$ cat config.mk
export PLATFORM = sky130hd
export DESIGN_NAME = alu_exec_stage
export DESIGN_NICKNAME = d
export VERILOG_FILES = /design/src/rtl/alu_exec_stage.sv
export SDC_FILE = /design/constraint.sdc
export NUM_CORES = 1
export LEC_CHECK = 0
export BUFFER_PORTS_ARGS = -buffer_cell sky130_fd_sc_hd__clkbuf_2
export CELL_PAD_IN_SITES_DETAIL_PLACEMENT = 1
export CELL_PAD_IN_SITES_GLOBAL_PLACEMENT = 1
export CORE_AREA = 2 2 190 192
export DETAILED_ROUTE_END_ITERATION = 7
export DIE_AREA = 0 0 192 194
export PLACE_DENSITY = 0.53
export SYNTH_ARGS = -nofsm -noshare
export SYNTH_HDL_FRONTEND = slang
export SYNTH_SLANG_ARGS = --single-unit
$ cat constraint.sdc
create_clock -name clk -period 2.5 [get_ports clk]
set_clock_uncertainty 0.05 [all_clocks]
set_input_delay 0.5 -clock clk [delete_from_list [all_inputs] [get_ports clk]]
set_output_delay 0.5 -clock clk [all_outputs]
set_load 0.005 [all_outputs]
$ cat src/rtl/alu_exec_stage.sv
// Execute/writeback stage around an external 16-bit ALU: reads an 8-entry register file,
// drives the ALU from registered operands and writes the result and C/Z/N flags back.
module alu_exec_stage #(
  parameter int unsigned N    = 16,
  parameter int unsigned REGS = 8
) (
  input  logic         clk,
  input  logic         reset,
  input  logic         in_valid,
  output logic         in_ready,
  input  logic [1:0]   in_class,
  input  logic [2:0]   in_op,
  input  logic [2:0]   in_rd,
  input  logic [2:0]   in_rs,
  input  logic [7:0]   in_imm,
  input  logic         in_use_imm,
  output logic [N-1:0] alu_operand1,
  output logic [N-1:0] alu_operand2,
  output logic         alu_carry_in,
  output logic         alu_enable_alu,
  output logic [2:0]   alu_alu_op,
  output logic         alu_enable_shift,
  output logic [2:0]   alu_shift_op,
  output logic         alu_enable_load,
  output logic [2:0]   alu_load_op,
  input  logic [N-1:0] alu_result,
  input  logic         alu_carry_out,
  output logic         wb_valid,
  output logic [2:0]   wb_rd,
  output logic [N-1:0] wb_data,
  output logic         flag_c,
  output logic         flag_z,
  output logic         flag_n,
  input  logic [2:0]   dbg_addr,
  output logic [N-1:0] dbg_data
);
  localparam int unsigned H = N / 2;
  localparam logic [1:0] ClsAlu   = 2'd0;
  localparam logic [1:0] ClsShift = 2'd1;
  localparam logic [1:0] ClsLoad  = 2'd2;
  localparam logic [1:0] ClsNop   = 2'd3;

  typedef enum logic [0:0] {StIdle, StExec} state_e;
  state_e r_state, w_state_next;

  logic [REGS-1:0][N-1:0] r_regs;
  logic [1:0]   r_class;
  logic [2:0]   r_op;
  logic [2:0]   r_rd;
  logic         r_nop;
  logic [N-1:0] r_operand1, r_operand2;
  logic         r_flag_c, r_flag_z, r_flag_n;
  logic         r_wb_valid;
  logic [2:0]   r_wb_rd;
  logic [N-1:0] r_wb_data;

  logic         w_accept;
  logic         w_nop;
  logic [H-1:0] w_imm_half;
  logic [N-1:0] w_op1, w_op2;

  assign w_accept   = (r_state == StIdle) && in_valid;
  assign w_nop      = (in_class == ClsNop) || ((in_class == ClsShift) && (in_op >= 3'd5));
  assign w_imm_half = H'(in_imm);

  // Byte-immediate loads merge {imm, imm} with R[rd] inside the ALU.
  always_comb begin
    w_op1 = '0;
    w_op2 = '0;
    case (in_class)
      ClsAlu: begin
        w_op1 = r_regs[in_rd];
        w_op2 = in_use_imm ? N'(in_imm) : r_regs[in_rs];
      end
      ClsShift: w_op1 = r_regs[in_rs];
      ClsLoad: begin
        if (in_op[2]) begin
          w_op1 = {w_imm_half, w_imm_half};
          w_op2 = r_regs[in_rd];
        end else begin
          w_op1 = r_regs[in_rs];
        end
      end
      default: ;
    endcase
  end

  always_comb begin
    w_state_next = r_state;
    unique case (r_state)
      StIdle: if (in_valid) w_state_next = StExec;
      StExec: w_state_next = StIdle;
    endcase
  end

  always_ff @(posedge clk) begin
    if (reset) begin
      r_state    <= StIdle;
      r_regs     <= '0;
      r_class    <= '0;
      r_op       <= '0;
      r_rd       <= '0;
      r_nop      <= 1'b0;
      r_operand1 <= '0;
      r_operand2 <= '0;
      r_flag_c   <= 1'b0;
      r_flag_z   <= 1'b0;
      r_flag_n   <= 1'b0;
      r_wb_valid <= 1'b0;
      r_wb_rd    <= '0;
      r_wb_data  <= '0;
    end else begin
      r_state    <= w_state_next;
      r_wb_valid <= 1'b0;
      if (w_accept) begin
        r_class    <= in_class;
        r_op       <= in_op;
        r_rd       <= in_rd;
        r_nop      <= w_nop;
        r_operand1 <= w_op1;
        r_operand2 <= w_op2;
      end
      if ((r_state == StExec) && !r_nop) begin
        r_regs[r_rd] <= alu_result;
        r_flag_c     <= alu_carry_out;
        r_flag_z     <= (alu_result == '0);
        r_flag_n     <= alu_result[N-1];
        r_wb_valid   <= 1'b1;
        r_wb_rd      <= r_rd;
        r_wb_data    <= alu_result;
      end
    end
  end

  always_comb begin
    alu_enable_alu   = 1'b0;
    alu_enable_shift = 1'b0;
    alu_enable_load  = 1'b0;
    if ((r_state == StExec) && !r_nop) begin
      case (r_class)
        ClsAlu:   alu_enable_alu   = 1'b1;
        ClsShift: alu_enable_shift = 1'b1;
        ClsLoad:  alu_enable_load  = 1'b1;
        default:  ;
      endcase
    end
  end

  assign in_ready     = (r_state == StIdle);
  assign alu_operand1 = r_operand1;
  assign alu_operand2 = r_operand2;
  assign alu_carry_in = r_flag_c;
  assign alu_alu_op   = r_op;
  assign alu_shift_op = r_op;
  assign alu_load_op  = r_op;
  assign wb_valid     = r_wb_valid;
  assign wb_rd        = r_wb_rd;
  assign wb_data      = r_wb_data;
  assign flag_c       = r_flag_c;
  assign flag_z       = r_flag_z;
  assign flag_n       = r_flag_n;
  assign dbg_data     = r_regs[dbg_addr];

endmodule

==> results of run 1 <==
==> cell usage after synthesis (all sizes together), types with 3 or more instances <==
cell type / number
nor2: 104
mux2i: 112
nor3: 3
o221ai: 8
buf: 52
clkbuf: 59
a221oi: 16
dfxtp: 192
o22ai: 8
mux2: 56
nand2b: 11
nand2: 141
a21oi: 61
nand3b: 9
a222oi: 16
a22oi: 16
nor3b: 4
a221o: 8
nor4: 5
mux4: 80
o21ai: 17
and2: 8
==> cells by family (layout without fill, tap and decap cells) <==
logic type,Yosys count,in the layout,share of synthesized area (%)
AND/OR/NAND/NOR,298,298,12.55
AO/OA/AOI/OAI,153,153,9.947
multiplexers,248,248,34.77
flip-flops,192,192,36.99
buffers and inverters,116,208,5.744
==> worst max path at each step <==
stage | end | from | slack [ns] | depth (start not counted)
4_1_cts | alu_enable_load | r_state | 0.05 | 4
5_1_grt | dbg_data[8] | dbg_addr[0] | 0.09 | 5
3_5_place_dp | alu_operand1[2] | in_rd[0] | 0.07 | 6
3_3_place_gp | alu_operand1[2] | in_rd[0] | 0.10 | 6
2_1_floorplan | dbg_data[10] | dbg_addr[0] | 0.14 | 4
6_report | dbg_data[7] | dbg_addr[0] | 0.14 | 5
==> flip-flops by register name (all words and copies together) (netlist names) <==
| signal | count |
|---|---|
| r_nop | 1 |
| flag_z | 1 |
| r_state | 1 |
| alu_operand1 | 16 |
| wb_rd | 3 |
| wb_data | 15 |
| alu_operand2 | 16 |
| r_regs | 128 |
| r_rd | 3 |
| r_class | 2 |
| wb_valid | 1 |
| flag_n | 1 |
| alu_alu_op | 3 |
| alu_carry_in | 1 |
==> critical path, stage by stage <==
cell	delay, ns
clkbuf_2	0.14
buf_12	0.20
mux4_2	0.52
mux2_2	0.31
clkbuf_2	0.12
==> through the flow <==
step | area [um2] | worst slack (ns) | power [mW] | utilization [%]
after floorplan | 10390 | 0.1403 | 3.691 | -
after global placement | 11560 | 0.1033 | 3.997 | 32.82
after detailed placement | 11560 | 0.06698 | 4.004 | 32.82
after CTS | 12180 | 0.05081 | 6.989 | 34.58
after global routing | 12180 | 0.08616 | 7.172 | 34.59
final | 12180 | 0.1355 | 6.895 | 34.59
==> final cells by class <==
type	instances	area (um2)	share of cell area (%)
multi-input combinational	699	5968	48.99
clock buffer	20	466.7	3.831
tap	461	576.8	4.735
inverter	2	7.507	0.06162
sequential	192	3845	31.56
clock inverter	11	153.9	1.263
timing repair buffer	175	1165	9.562
==> repair_timing <==
item,4_1_cts,5_1_grt
gates resized for setup,0,1
endpoints found under the setup margin,0,1
setup buffers,0,0
hold endpoints to repair,0,0
==> per-layer routing <==
metal  wire [um]  share of wire [%]  vias up
met5           0                  0        -
met4         388                1.0        0
met3        1901                5.1       26
met2       16460                 44      249
met1       18420                 50     4339
li1            -                  -     3874
==> power by group through the flow <==
stage	registers, mW	logic (mW)	clock network, mW
CTS	3.16	0.772	3.06
detailed placement	3.23	0.771	0
finish	3.16	0.762	2.97
floorplan	3.21	0.477	0
global placement	3.23	0.766	0
global route	3.17	0.821	3.18
==> layout by cell type (no fill, tap or decap), drive strengths merged, types with 17 or more instances in the layout <==
master	Yosys	final
a21oi	61	61
buf	52	49
clkbuf	59	146
dfxtp	192	192
mux2	56	56
mux2i	112	112
mux4	80	80
nand2	141	141
nor2	104	104
o21ai	17	17
==> key figures, run 1 <==
Worst setup path
  – RR Endpoint: r_regs[40]
  – Setup slack, reg-to-reg: 0.46 ns
  – FF-to-FF path depth: 5
  – Crit Path Category: in -> out
  – Crit-path max FO: 17
  – Crit end category: output pin
  – CP startpoint kind: input port
  – Arrival time worst endpoint: 1.81 ns
  – Worst R2R Start: r_state
  – Worst EP required: 1.95 ns

Synth
  – Top-area cell type share of the netlist area: 36.99%
  – Post-synth EDFFs: 0
  – Largest cells by area after synthesis: dfxtp_1, mux4_2, mux2i_1
  – Sequential area share after synthesis: 36.99%
  – Syn Area/Cell: 10.32 um2
  – Yosys cell types: 45
  – Synth area leader: dfxtp_1
  – Ys Warns: 0
  – Main synth FF type: dfxtp_1
  – Mapped Cells: 1007
  – Yosys reg bits: 192
  – Asr flop ratio synth: 0%
  – Synth Cell Area: 10390 um2
  – Syn Nets: 1050

Floorplanning
  – Core region area: 35220 um2
  – I/O Pins: 128
  – Starting Density: 29.50%
  – Die span in x: 192 um
  – Die Ht: 194 um
  – Row count: 69
  – Die area: 37250 um2

Clock network
  – CTS Hold Bufs: 0
  – CTS Root Cell: clkbuf_16
  – H-tree levels: 4
  – Worst-Skew Late Latency: 0.45 ns
  – # clock sinks: 192
  – TritonCTS Buffers: 17
  – Reg clk slew, reported paths: 0.07 ns
  – Clock tree buffer depth: 2
  – TritonCTS clock tree: built

Drt
  – Final wirelength: 37170 um
  – WL/cell: 23.83 um
  – Post-route antenna net violation count: 0
  – DRT iter0 DRCs: 480
  – DRC Markers: 0
  – 1st-pass router iterations: 6
  – Total vias in the final route: 8488
  – Vias/cell: 5.441

Timing
  – Worst-margin pin slew: 0.9417 ns
  – Worst hold slack: 0.2128 ns
  – Setup TNS: 0 ns
  – Maximum clock frequency: 422.9 MHz
  – Period minus WS final: 2.365 ns
  – RSZ-0062 raised after global routing: no
  – Fin crit share: 94.58%
  – Max_slew headroom: 37.22%
  – Final Max Tran Viols: 0
  – Setup violators final: 0
  – Fin. Hold Viols: 0

Pwr
  – Sequential share of power: 45.9%
  – Net Sw Frac: 26.42%
  – Pleak: 4.843 nW
  – Max rail drop VDD: 0.5323 mV
  – Pwr dens: 565.9 nW/um2
  – Pint: 5.073 mW
  – Clock Power Share: 43.1%
  – P_sw: 1.822 mW
  – Combinational share of power: 11.0%

Global route
  – Met2 usage: 30.41%
  – Global Route met3 Usage: 3.023%
  – Total GRT Usage: 20.16%
  – Vias in the first global route: 8587
  – Gr busiest metal: met2
  – First-pass GRT wire length: 56290 um
  – Initial antenna violation count: 0
  – Largest net degree at the start of global routing: 173
  – GRT overflow: 0
  – Met1 GRT Util: 30.26%

Layout
  – Layout cells sized above 1: 30.76%
  – Syn-to-layout area delta: 17.26%
  – Fin nets: 1130
  – Layout fillers: 3963
  – # diodes: 0
  – Final Instance Count excl. Fillers: 1560

Min path
  – Worst Hold Path Cells: 3
  – Hold Path Class: in -> reg
  – Hold_sp: alu_carry_out
  – Worst Hold Path EP: alu_carry_in

Outcome
  – Status: finished clean

Placement
  – Dpl hpwl: 25400 um
  – Port buffer count: 127
  – Placed cell count: 1529
  – Final GP Congestion: 0.7674

Job
  – Max Cap Violations: 0
Note: power is estimated with default switching activity, not from simulation.
==> inputs of run 2 (changes only) <==
--- a/config.mk
+++ b/config.mk
@@ -8,10 +8,10 @@
 export BUFFER_PORTS_ARGS = -buffer_cell sky130_fd_sc_hd__clkbuf_2
 export CELL_PAD_IN_SITES_DETAIL_PLACEMENT = 1
 export CELL_PAD_IN_SITES_GLOBAL_PLACEMENT = 1
-export CORE_AREA = 2 2 190 192
+export CORE_AREA = 2 2 184 186
 export DETAILED_ROUTE_END_ITERATION = 7
-export DIE_AREA = 0 0 192 194
-export PLACE_DENSITY = 0.53
+export DIE_AREA = 0 0 186 188
+export PLACE_DENSITY = 0.56
 export SYNTH_ARGS = -nofsm -noshare
 export SYNTH_HDL_FRONTEND = slang
 export SYNTH_SLANG_ARGS = --single-unit
==> run 2 against run 1 <==
  * Fmax is 0.16% lower
  * Sequential cell count stayed put
  * Total power is 3.1% lower
  * Via count is 0.11% higher
  * Cell count is 0.58% lower
  * Wire length is 3.6% lower
  * Critical path depth stayed put
  * Non-clock buffer count is 2 higher
  * Die area is 6.1% lower
  * Sequential share of layout area is 0.14 points higher
  * Critical path type unchanged
==> key figures, run 2 (synthesis results as in run 1) <==
Worst setup path
  – Worst path slowest cell: mux4_2
  – Crit-path max FO: 18
  – Critical-path cell list: clkbuf_2, buf_12, mux4_2, mux2_2, clkbuf_2
  – Arrival time worst endpoint: 1.82 ns
  – CP startpoint kind: input port
  – CP delay by family, top: multiplexers
  – Worst EP required: 1.95 ns
  – WP buf/inv: 3
  – Crit end category: output pin
  – Slowest stage delay, CP: 0.52 ns
  – Crit Path Category: in -> out
  – Most common cell type on the critical path: clkbuf_2

Placement
  – Dpl hpwl: 24690 um
  – Port buffer count: 127
  – Final GP Congestion: 0.7879

Global route
  – Total GRT Usage: 20.68%
  – Initial antenna violation count: 1
  – First-pass GRT wire length: 54290 um
  – Largest net degree at the start of global routing: 109
  – Vias in the first global route: 8476
  – GRT overflow: 0

Pwr
  – Max rail drop VDD: 0.4609 mV
  – Pwr dens: 550.8 nW/um2
  – Pleak: 4.823 nW

Outcome
  – Status: finished clean

Layout
  – Largest register FFs: 128
  – Biggest register: r_regs
  – Layout cells sized above 1: 30.85%
  – Fin nets: 1132
  – Commonest non-fill, non-tap cell in the layout: dfxtp_1
  – Most frequent cells in the layout: dfxtp_1, nand2_1, clkbuf_2
  – Syn-to-layout area delta: 16.71%

Drt
  – 1st-pass router iterations: 5
  – Final wirelength: 35840 um
  – WL/cell: 23.11 um
  – Total vias in the final route: 8497
  – DRC Markers: 0
  – DRT iter0 DRCs: 647
  – Post-route antenna net violation count: 0
  – Vias/cell: 5.478

Clock network
  – CTS Root Cell: clkbuf_16
  – # clock sinks: 192
  – Post-CTS sizing: 0
  – TritonCTS Buffers: 17
  – Worst-Skew Late Latency: 0.45 ns
  – Reg clk slew, reported paths: 0.08 ns
  – CTS Hold Bufs: 0
  – # Post-CTS Setup Buffers: 0
  – H-tree levels: 4
  – Clock tree buffer depth: 2
  – TritonCTS clock tree: built

Floorplanning
  – Die span in x: 186 um
  – Core region area: 33110 um2
  – Row count: 67
  – Die area: 34970 um2
  – Starting Density: 31.38%
  – I/O Pins: 128
  – Die Ht: 188 um

Timing
  – Setup violators final: 0
  – Worst-margin pin slew: 0.7961 ns
  – RSZ-0062 raised after global routing: no
  – Fin. Hold Viols: 0
  – Final Max Tran Viols: 0
  – Worst hold slack: 0.2161 ns
  – Period minus WS final: 2.368 ns
  – Fin crit share: 94.73%
  – Maximum clock frequency: 422.2 MHz
  – Setup TNS: 0 ns
  – Max_slew headroom: 46.93%

Job
  – Max Cap Violations: 0

Min path
  – Hold Path Class: in -> reg
[run 2: area by class of cell]
class,count,area [um2]
Clock buffer,17,425.4
Multi-Input combinational cell,699,5968
Clock inverter,15,151.4
Inverter,2,7.507
Sequential cell,192,3844
Tap cell,448,560.5
Antenna cell,1,2.502
Fill cell,3711,20990
Timing Repair Buffer,177,1167
[run 2: per-layer routing]
| layer | vias to the layer above | part of all wire, % | GRT usage, % |
|---|---|---|---|
| li1 | 3877 | - | - |
| met1 | 4285 | 48 | 30.09 |
| met2 | 307 | 44 | 31.00 |
| met3 | 28 | 7.3 | 4.700 |
| met4 | 0 | 1.2 | 4.815 |
| met5 | - | 0 | 0 |
[run 2: per-stage QoR]
step                utilization (%)  instance area, um2  setup slack, ns  instances  power, mW
floorplan                         -               10390           0.1403       1007      3.691
global route                  36.61               12120          0.06928       1550      6.937
detailed placement            34.87               11550          0.08247       1518      3.998
CTS                           36.61               12120           0.1107       1550      6.769
global placement              34.87               11550           0.1302       1518      3.992
finish                        36.62               12130           0.1317       1551      6.680
[run 2: worst register-to-register path: cells and delay by family, from the launching register on]
family / cells / cell delay, ns
and+or+nand+nor: 3 / 0.91
muxes: 1 / 0.22
DFF: 1 / 0.44
buffers and inverters: 1 / 0.30
[run 2: path summary, 6_finish.rpt]
path | startpoint | end | slack (ns) | cells past startpoint
worst max-delay path | dbg_addr[0] | dbg_data[15] | 0.13 | 5
worst min-delay path | alu_carry_out | alu_carry_in | 0.22 | 3
worst max register to register | r_state | r_regs[40] | 0.44 | 5
worst min register to register | wb_rd[1] | wb_rd[1] | 0.41 | 2
[run 2: power breakdown]
group / internal [mW] / switching [mW] / total (mW)
clock network: 1.41 / 1.35 / 2.76
logic: 0.302 / 0.458 / 0.760
registers: 3.11 / 0.0501 / 3.16
total: 4.82 / 1.86 / 6.68
